### src/rtl/lsu_byte_pkg.sv
// Shared definitions for the byte-serial load/store unit: FSM encoding,
// mem_op bit positions, access sizes and beat counts.
package lsu_byte_pkg;

  typedef enum logic [1:0] {
    StIdle   = 2'd0,
    StAccess = 2'd1,
    StDone   = 2'd2,
    StFault  = 2'd3
  } state_e;

  typedef enum logic [1:0] {
    SzByte = 2'd0,
    SzHalf = 2'd1,
    SzWord = 2'd2
  } size_e;

  // Bit positions inside the active-low one-hot mem_op vector.
  localparam int unsigned OpLb  = 7;
  localparam int unsigned OpLh  = 6;
  localparam int unsigned OpLw  = 5;
  localparam int unsigned OpLbu = 4;
  localparam int unsigned OpLhu = 3;
  localparam int unsigned OpSb  = 2;
  localparam int unsigned OpSh  = 1;
  localparam int unsigned OpSw  = 0;

  localparam logic [2:0] BeatsByte = 3'd1;
  localparam logic [2:0] BeatsHalf = 3'd2;
  localparam logic [2:0] BeatsWord = 3'd4;

  typedef struct packed {
    logic  store;
    logic  uns;
    size_e size;
  } op_t;

  // Highest-numbered low bit wins when several are asserted.
  function automatic op_t decode_op(input logic [7:0] mem_op);
    op_t op;
    op.store = 1'b0;
    op.uns   = 1'b0;
    op.size  = SzByte;
    if (!mem_op[OpLb]) begin
      op.size = SzByte;
    end else if (!mem_op[OpLh]) begin
      op.size = SzHalf;
    end else if (!mem_op[OpLw]) begin
      op.size = SzWord;
    end else if (!mem_op[OpLbu]) begin
      op.size = SzByte;
      op.uns  = 1'b1;
    end else if (!mem_op[OpLhu]) begin
      op.size = SzHalf;
      op.uns  = 1'b1;
    end else if (!mem_op[OpSb]) begin
      op.size  = SzByte;
      op.store = 1'b1;
    end else if (!mem_op[OpSh]) begin
      op.size  = SzHalf;
      op.store = 1'b1;
    end else if (!mem_op[OpSw]) begin
      op.size  = SzWord;
      op.store = 1'b1;
    end
    return op;
  endfunction

  function automatic logic misaligned(input size_e size, input logic [1:0] addr_lo);
    logic mis;
    unique case (size)
      SzHalf:  mis = addr_lo[0];
      SzWord:  mis = (addr_lo != 2'b00);
      default: mis = 1'b0;
    endcase
    return mis;
  endfunction

  function automatic logic [2:0] beat_count(input size_e size);
    logic [2:0] n;
    unique case (size)
      SzHalf:  n = BeatsHalf;
      SzWord:  n = BeatsWord;
      default: n = BeatsByte;
    endcase
    return n;
  endfunction

endpackage

### src/rtl/lsu_byte_ext32.sv
// Sign/zero extension of the assembled little-endian load word to 32 bits.
module lsu_byte_ext32
  import lsu_byte_pkg::*;
(
  input  logic [31:0] word,
  input  size_e       size,
  input  logic        uns,
  output logic [31:0] result
);

  always_comb begin
    unique case (size)
      SzByte:  result = uns ? {24'h000000, word[7:0]} : {{24{word[7]}}, word[7:0]};
      SzHalf:  result = uns ? {16'h0000, word[15:0]} : {{16{word[15]}}, word[15:0]};
      default: result = word;
    endcase
  end

endmodule

### src/rtl/lsu_byte.sv
// Load/store unit that serialises byte/half/word accesses onto an 8-bit
// handshaked memory bus, one byte per beat, little-endian.
module lsu_byte
  import lsu_byte_pkg::*;
#(
  parameter int unsigned BUS_WAIT_MAX = 15
) (
  input  logic        clk,
  input  logic        rst,
  input  logic [7:0]  mem_op,
  input  logic [31:0] addr,
  input  logic [31:0] wdata,
  output logic        stall,
  output logic        done,
  output logic        fault,
  output logic [31:0] rdata,
  output logic [31:0] bus_addr,
  output logic [7:0]  bus_wdata,
  input  logic [7:0]  bus_rdata,
  output logic        bus_oe,
  output logic        bus_we,
  input  logic        bus_ack
);

  localparam int unsigned WaitW = (BUS_WAIT_MAX < 2) ? 1 : $clog2(BUS_WAIT_MAX);
  localparam logic [WaitW-1:0] WaitLast = WaitW'(BUS_WAIT_MAX - 1);

  state_e state_q, state_d;
  op_t    op_in, op_q, op_d;

  logic             req_valid, req_misaligned;
  logic [31:0]      base_q, base_d;
  logic [31:0]      wbuf_q, wbuf_d;
  logic [31:0]      word_q, word_d;
  logic [31:0]      word_asm, ext_word;
  logic [1:0]       beat_q, beat_d, beat_nxt, last_beat;
  logic [WaitW-1:0] wait_q, wait_d;
  logic             beat_last, timeout;

  logic        done_q, done_d;
  logic        fault_q, fault_d;
  logic        oe_q, oe_d;
  logic        we_q, we_d;
  logic [31:0] rdata_q, rdata_d;
  logic [31:0] baddr_q, baddr_d;
  logic [7:0]  bwdata_q, bwdata_d;

  assign op_in          = decode_op(mem_op);
  assign req_valid      = (mem_op != 8'hFF);
  assign req_misaligned = misaligned(op_in.size, addr[1:0]);
  assign last_beat      = 2'(beat_count(op_q.size) - 3'd1);
  assign beat_last      = (beat_q == last_beat);
  assign beat_nxt       = beat_q + 2'd1;
  assign timeout        = !bus_ack && (wait_q == WaitLast);

  // Merge the byte arriving this cycle so the final beat reaches rdata without delay.
  always_comb begin
    word_asm = word_q;
    word_asm[{beat_q, 3'b000} +: 8] = bus_rdata;
  end

  lsu_byte_ext32 u_ext32 (
    .word   (word_asm),
    .size   (op_q.size),
    .uns    (op_q.uns),
    .result (ext_word)
  );

  always_ff @(posedge clk or negedge rst) begin
    if (!rst) begin
      state_q <= StIdle;
    end else begin
      state_q <= state_d;
    end
  end

  always_comb begin
    state_d = state_q;
    unique case (state_q)
      StIdle: begin
        if (req_valid) begin
          state_d = req_misaligned ? StFault : StAccess;
        end
      end
      StAccess: begin
        if (bus_ack && beat_last) begin
          state_d = StDone;
        end else if (timeout) begin
          state_d = StFault;
        end
      end
      StDone:  state_d = StIdle;
      StFault: state_d = StIdle;
      default: state_d = StIdle;
    endcase
  end

  always_comb begin
    op_d     = op_q;
    base_d   = base_q;
    wbuf_d   = wbuf_q;
    word_d   = word_q;
    beat_d   = beat_q;
    wait_d   = wait_q;
    baddr_d  = baddr_q;
    bwdata_d = bwdata_q;
    rdata_d  = 32'h0;

    if (state_q == StIdle && req_valid) begin
      op_d   = op_in;
      base_d = addr;
      wbuf_d = wdata;
      word_d = 32'h0;
      beat_d = 2'd0;
      wait_d = '0;
      if (!req_misaligned) begin
        baddr_d  = addr;
        bwdata_d = wdata[7:0];
      end
    end else if (state_q == StAccess) begin
      if (bus_ack) begin
        word_d = word_asm;
        wait_d = '0;
        if (!beat_last) begin
          beat_d   = beat_nxt;
          baddr_d  = base_q + 32'(beat_nxt);
          bwdata_d = wbuf_q[{beat_nxt, 3'b000} +: 8];
        end
      end else if (!timeout) begin
        wait_d = wait_q + 1'b1;
      end
    end

    // Outputs are registered from the next state so they never glitch.
    oe_d    = !(state_d == StAccess && !op_d.store);
    we_d    = !(state_d == StAccess && op_d.store);
    done_d  = !(state_d == StDone);
    fault_d = !(state_d == StFault);
    if (state_d == StDone && !op_q.store) begin
      rdata_d = ext_word;
    end
  end

  always_ff @(posedge clk or negedge rst) begin
    if (!rst) begin
      op_q     <= '{store: 1'b0, uns: 1'b0, size: SzByte};
      base_q   <= 32'h0;
      wbuf_q   <= 32'h0;
      word_q   <= 32'h0;
      beat_q   <= 2'd0;
      wait_q   <= '0;
      done_q   <= 1'b1;
      fault_q  <= 1'b1;
      oe_q     <= 1'b1;
      we_q     <= 1'b1;
      rdata_q  <= 32'h0;
      baddr_q  <= 32'h0;
      bwdata_q <= 8'h0;
    end else begin
      op_q     <= op_d;
      base_q   <= base_d;
      wbuf_q   <= wbuf_d;
      word_q   <= word_d;
      beat_q   <= beat_d;
      wait_q   <= wait_d;
      done_q   <= done_d;
      fault_q  <= fault_d;
      oe_q     <= oe_d;
      we_q     <= we_d;
      rdata_q  <= rdata_d;
      baddr_q  <= baddr_d;
      bwdata_q <= bwdata_d;
    end
  end

  assign stall     = !(rst && req_valid && (state_q == StIdle || state_q == StAccess));
  assign done      = done_q;
  assign fault     = fault_q;
  assign rdata     = rdata_q;
  assign bus_addr  = baddr_q;
  assign bus_wdata = bwdata_q;
  assign bus_oe    = oe_q;
  assign bus_we    = we_q;

endmodule

### config.mk
export PLATFORM = sky130hd
export DESIGN_NAME = lsu_byte
export DESIGN_NICKNAME = d
export VERILOG_FILES = /design/src/rtl/lsu_byte_pkg.sv /design/src/rtl/lsu_byte_ext32.sv /design/src/rtl/lsu_byte.sv
export SDC_FILE = /design/constraint.sdc
export NUM_CORES = 1
export LEC_CHECK = 0
export ABC_AREA = 1
export BUFFER_PORTS_ARGS = -buffer_cell sky130_fd_sc_hd__buf_2
export CORE_UTILIZATION = 56
export DETAILED_ROUTE_END_ITERATION = 6
export GPL_TIMING_DRIVEN = 0
export HOLD_SLACK_MARGIN = 0.06
export PLACE_DENSITY_LB_ADDON = 0.08
export SLEW_MARGIN = 0
export SYNTH_ARGS = -nofsm -noshare
export SYNTH_HDL_FRONTEND = slang
export SYNTH_SLANG_ARGS = --single-unit
### constraint.sdc
create_clock -name clk -period 2.9 [get_ports clk]
set_input_delay 0.435 -clock clk [delete_from_list [all_inputs] [get_ports clk]]
set_output_delay 0.435 -clock clk [all_outputs]
set_load 0.01 [all_outputs]
; ---- Word level (Yosys, flattened, before mapping)
; Index checks and enable logic that the tools add are counted.
[totals]
register_bits = 184
in_bits = 83
out_inout_bits = 77
word_cells = 118
[classes]
addsub = 5
n_eq_ne = 16
n_shift = 3
muxes = 51
reduce_logical = 27
[ops]
columns = operator, n
row1 = 32-bit two-way mux, 11
row2 = 32-bit case mux with 2 select lines, 1
row3 = 8-bit two-way mux, 5
row4 = 2-bit two-way mux, 18
row5 = 32-bit by 2-bit adder with 32-bit output, 1
row6 = 32-bit bitwise mux, 1
row7 = "8-bit by 7-bit variable shift with 32-bit output, first input constant", 1
row8 = 32-bit by 6-bit variable part select with 8-bit output, 1
row9 = 8-bit by 7-bit variable part select with 32-bit output, 1
row10 = 4-bit two-way mux, 5
row11 = "2-bit == test, second input constant", 6
row12 = "2-bit by 1-bit == test with 1-bit output, second input constant", 4
row13 = 1-bit logical AND, 8
row14 = 1-bit zero test, 8
row15 = "8-bit != test, second input constant", 1
row16 = 5-bit negation with 7-bit output, 1
row17 = 1-bit two-way mux, 6
row18 = 2-bit case mux with 3 select lines, 1
row19 = 2-bit nonzero test, 3
row20 = "4-bit by 1-bit adder with 4-bit output, second input constant", 1
row21 = "4-bit == test, second input constant", 1
row22 = 2-bit zero test, 2
row23 = 2-bit case mux with 2 select lines, 1
row24 = 2-bit AND reduction, 2
row25 = other kinds (12), 12

; ---- Logic depth before layout (Yosys ltp)
[depth]
ltp_word = 16
ltp_mapped = 15
mapped_depth_nobuf = 14

; ---- Hierarchy
; A second synthesis with hierarchy kept.
[unflattened]
cells_unflattened = 1255
hier_area_um2 = 9490.4
[modules_own_cells]
columns = module, instances, cells_each, area_each_um2, seq_area_each_um2
row1 = lsu_byte, 1, 1184, 9086.2, 4609.4
row2 = lsu_byte_ext32, 1, 71, 404.1, 0.0

; ---- Worst setup path after synthesis
; Ideal clock, no wire load.
[synth_path]
path_type = reg-to-reg
startpoint = register beat_q[0]
endpoint = register baddr_q[25] (netlist: bus_addr[25])
setup_ns = 0.117
arrival_ns = 2.332
t_required_ns = 2.783
setup_slack_ns = 0.452
stages_incl_launch_ff = 14
n_path_buf = 1
synth_period_minus_slack_ns = 2.448
path_cell_list = dfrtp_1 > buf_4 > clkinv_1 > ha_1 > ha_1 > nand3_1 > nand2_1 > nand2_1 > nor2_1 > nand3_1 > nand2_1 > nand3_1 > nand2_1 > nand2_1
[synth_via]
elab_chain_cells = 6
elab_cells_between_ends = 9
classes_between = add/sub (2) / eq/ne (2) / mux (4) / reduce/logical (1)
[synth_rtl]
columns = item, line
row1 = from (decl), lsu_byte.sv:36  ; logic [1:0] beat_q, beat_d, beat_nxt, last_beat;
row2 = from (signal assigned), lsu_byte.sv:164  ; beat_q <= beat_d;
row3 = 2-bit by 1-bit adder with 2-bit output, lsu_byte.sv:53  ; assign beat_nxt = beat_q + 2'd1;
row4 = 32-bit by 2-bit adder with 32-bit output, lsu_byte.sv:126  ; baddr_d = base_q + 32'(beat_nxt);
row5 = 32-bit two-way mux, lsu_byte.sv:124  ; if (!beat_last) begin
row6 = 32-bit two-way mux, lsu_byte.sv:121  ; if (bus_ack) begin
row7 = 32-bit two-way mux, lsu_byte.sv:120  ; end else if (state_q == StAccess) begin
row8 = 32-bit two-way mux, lsu_byte.sv:109  ; if (state_q == StIdle && req_valid) begin
row9 = to (signal assigned), lsu_byte.sv:171  ; baddr_q <= baddr_d;
row10 = to (decl), lsu_byte.sv:45  ; logic [31:0] baddr_q, baddr_d;
; Parallel ways exist; a longest one is shown, timed or not. The select of a mux whose other input is x is not followed.
; A chain may end at the register's enable or synchronous reset.

; ---- Worst setup path after layout
[layout_path]
startpoint = input port rst
endpoint = output port stall
[layout_via]
elab_chain_cells = 3
[layout_rtl]
columns = item, line
row1 = from (decl), lsu_byte.sv:9  ; input logic rst,
row2 = 1-bit logical AND (2 in a row), lsu_byte.sv:176  ; assign stall = !(rst && req_valid && (state_q == StIdle || state_q == StAccess));
row3 = 1-bit zero test, lsu_byte.sv:176
row4 = to (decl), lsu_byte.sv:13  ; output logic stall,
; No other way between the ends.

==> results.txt <==
status -> finished clean
Rows -> 46
fraction of registers with async set/reset -> 100.0%
pwr dens -> 1136 nW/um2
Worst Path Buf+Inv -> 4
Die Ht -> 129.8 um
CTS sink cnt -> 184
Setup crit start kind -> input port
CP max stage cell -> dlygate4sd3_1
Synth Net Count -> 1267
area leader, netlist -> dfrtp_1
IO Port Bufs -> 159
worst-case clock buffer depth -> 2
Pins Over Slew Limit -> 0
Final HPWL DP -> 18.10 mm
CP arrival -> 2.22 ns
core footprint -> 15890 um2
most common flop cell mapped by yosys -> dfrtp_1
initial antenna violation count -> 0
clock-pin transition on the worst setup and hold timing paths -> 0.07 ns
# DRC -> 0
worst slew pin tran -> 0.6218 ns
Starting DRT DRC Count -> 634
cell count after placement -> 1546
P_leak -> 5.724 nW
Final #Nets -> 1447
Slowest Stage Delay on Critical Path -> 0.56 ns
Vias per Instance -> 5.239
fin crit period -> 2.653 ns
Max-Cap Viols -> 0
Cell Area, Synth -> 9145 um2
die area -> 16850 um2
design area -> 10910 um2
vias in the first global route -> 7661
CTS tree -> yes
Worst IR Drop VDD -> 0.0006547 V
GP Congestion -> 0.9769
syn avg cell area -> 7.816 um2
FILL cells -> 1383
Top Family by Delay on Critical Path -> buffers and inverters
period utilization -> 91.47%
Hold Crit Class -> input port to flip-flop
synth cell count leaders -> nand2_1 (391), dfrtp_1 (180), inv_1 (122), nand3_1 (107), nor2_1 (88)
Die Span X -> 129.8 um
area of the multi-input gates -> 3787 um2
Synth area leaders -> dfrtp_1 (49%), nand2_1 (16%), nand3_1 (5.9%)
Seq/Total Area, Yosys -> 50.40%
final setup vio count -> 0
Post-Syn Instances -> 1170
area delta synth->final -> 19.26%
root buf cell -> clkbuf_16
WL/cell -> 15.43 um
Detail Route Antenna Nets -> 0
first-pass GRT wire length -> 39.10 mm
ANT cells -> 0
TritonCTS Buffers -> 17
Fmax achieved -> 377.0 MHz
fin util -> 68.66%
max_slew headroom -> 58.55%
Placed Area -> 10250 um2
#FFs+latches synth -> 184
Fin. Hold Viols -> 0
Tot GR Track Use -> 30.63%
most common cell in the netlist -> nand2_1
crit-path max FO -> 108
Finished Layout Cells -> 1579
Yosys top cell area share -> 49.25%
Post-synth EDFFs -> 0
share of layout cells above drive strength 1 -> 20.47%
Top Ports -> 160
Reg area -> 4609 um2
Distinct cells, synth -> 38
flop2flop setup slack -> 0.31 ns
worst path required time -> 2.47 ns
H-Tree Depth -> 4
Skew-Pair Late Insertion Delay -> 0.44 ns
CP Class -> input port to output pin
crit-path cells -> dlygate4sd3_1, buf_8, buf_16, nand3_1, buf_2
RSZ-0062 raised after global routing -> false
Post-Route WL -> 24.36 mm
GR Overflow Total -> 0
Starting Density -> 57.57%
clk_skew -> 0.009414 ns
largest net degree at the start of global routing -> 109
Crit. End Element -> output pin
drt pass-1 iters -> 7
Post-CTS Setup Bufs -> 0
Ys Warns -> 0
DR vias -> 8273
-- registers in the layout (all words and copies together) (netlist names) --
| name | count |
|---|---|
| wait_q | 4 |
| rdata | 32 |
| wbuf_q | 32 |
| word_q | 32 |
| bus_oe | 1 |
| base_q | 32 |
| state_q | 2 |
| bus_addr | 32 |
| bus_wdata | 8 |
| fault | 1 |
| bus_we | 1 |
| beat_q | 2 |
| done | 1 |
| op_q | 4 |
-- layout make-up --
| cell class | instances | area share, % |
|---|---|---|
| sequential | 184 | 42.26 |
| clock inverter | 13 | 1.445 |
| clock buffer | 19 | 4.153 |
| timing repair buffer | 161 | 7.732 |
| inverter | 128 | 4.428 |
| multi-input combinational | 806 | 34.73 |
| buffer | 52 | 2.776 |
| tap | 216 | 2.478 |
-- metrics by stage --
step | hold slack [ns] | setup WS, ns | power [mW] | setup TNS [ns]
5_1_grt | 0.1981 | 0.0009854 | 13.39 | 0
3_5_place_dp | 0.4543 | -0.3431 | 9.921 | -3.527
4_1_cts | 0.1828 | 0.01212 | 12.36 | 0
3_3_place_gp | 0.4500 | -1.594 | 9.798 | -284.02
2_1_floorplan | 0.1394 | 0.4516 | 8.042 | 0
6_report | 0.1875 | 0.2473 | 12.39 | 0
-- kinds of logic (layout without fill, tap and decap cells) --
family / Yosys count / count (layout) / synth area share (%)
AOI/OAI and AO/OA: 160 / 160 / 9.906
xor gates and xnor gates: 5 / 5 / 0.4789
adders and majority gates: 14 / 14 / 1.998
buffers and inverters: 180 / 373 / 8.565
DFF: 184 / 184 / 50.40
muxes: 1 / 1 / 0.1095
and+or+nand+nor: 626 / 626 / 28.54
-- power breakdown --
group | switching, mW | leakage, nW | internal, mW
clock | 1.07 | 0.297 | 1.35
sequential | 0.561 | 2.38 | 3.52
combinational | 3.93 | 3.05 | 1.96
-- worst register-to-register path: stages (launching register included) --
cell and delay, ns:
dfrtp_1 0.42, buf_4 0.24, inv_4 0.12, ha_4 0.30, fa_1 0.18, nand2_1 0.11
nor2_2 0.21, nand3b_1 0.27, nor2_2 0.28, nand3_1 0.10, nand2_1 0.08, nand2_1 0.07
nand2_1 0.06, nand2_1 0.04
-- path summary, 6_finish.rpt --
check / startpoint / endpoint / depth (start not counted)
max reg2reg: beat_q[0] / bus_addr[26] / 13
max: rst / stall / 5
min: wdata[19] / wbuf_q[19] / 3
max in group asynchronous: rst / word_q[15] / 3
min reg2reg: bus_addr[4] / bus_addr[4] / 2
min in group asynchronous: rst / wait_q[0] / 2
-- per-layer routing --
layer / track usage, % / part of all wire [%] / wire (um)
met1: 42.55 / 46 / 11120
met2: 48.76 / 46 / 11150
met3: 5.494 / 6.4 / 1563
met4: 10.19 / 2.2 / 528
met5: 0 / 0 / 0
-- cells in the final DEF, fill, tap and decap left out, types with 5 or more instances in the layout --
cell type / count
dfrtp_1: 180
nand3_1: 106
o21ai_0: 61
o211ai_1: 8
clkbuf_16: 17
ha_1: 12
buf_4: 9
nand2_1: 391
nand3_2: 5
a21oi_1: 13
o21bai_1: 8
nor2_2: 10
o21ai_1: 36
buf_2: 185
nand4_1: 7
inv_1: 122
buf_6: 5
o22ai_1: 26
nor3_1: 9
inv_2: 5
nor2_1: 83
clkbuf_1: 9
-- what timing repair did --
action	CTS	global route
hold endpoints to repair	73	0
hold buffers	1	0
setup endpoints to repair	21	19
cloned	0	0
gates resized for setup	2	8
pin swaps	0	0
(Power assumes the default switching activity.)
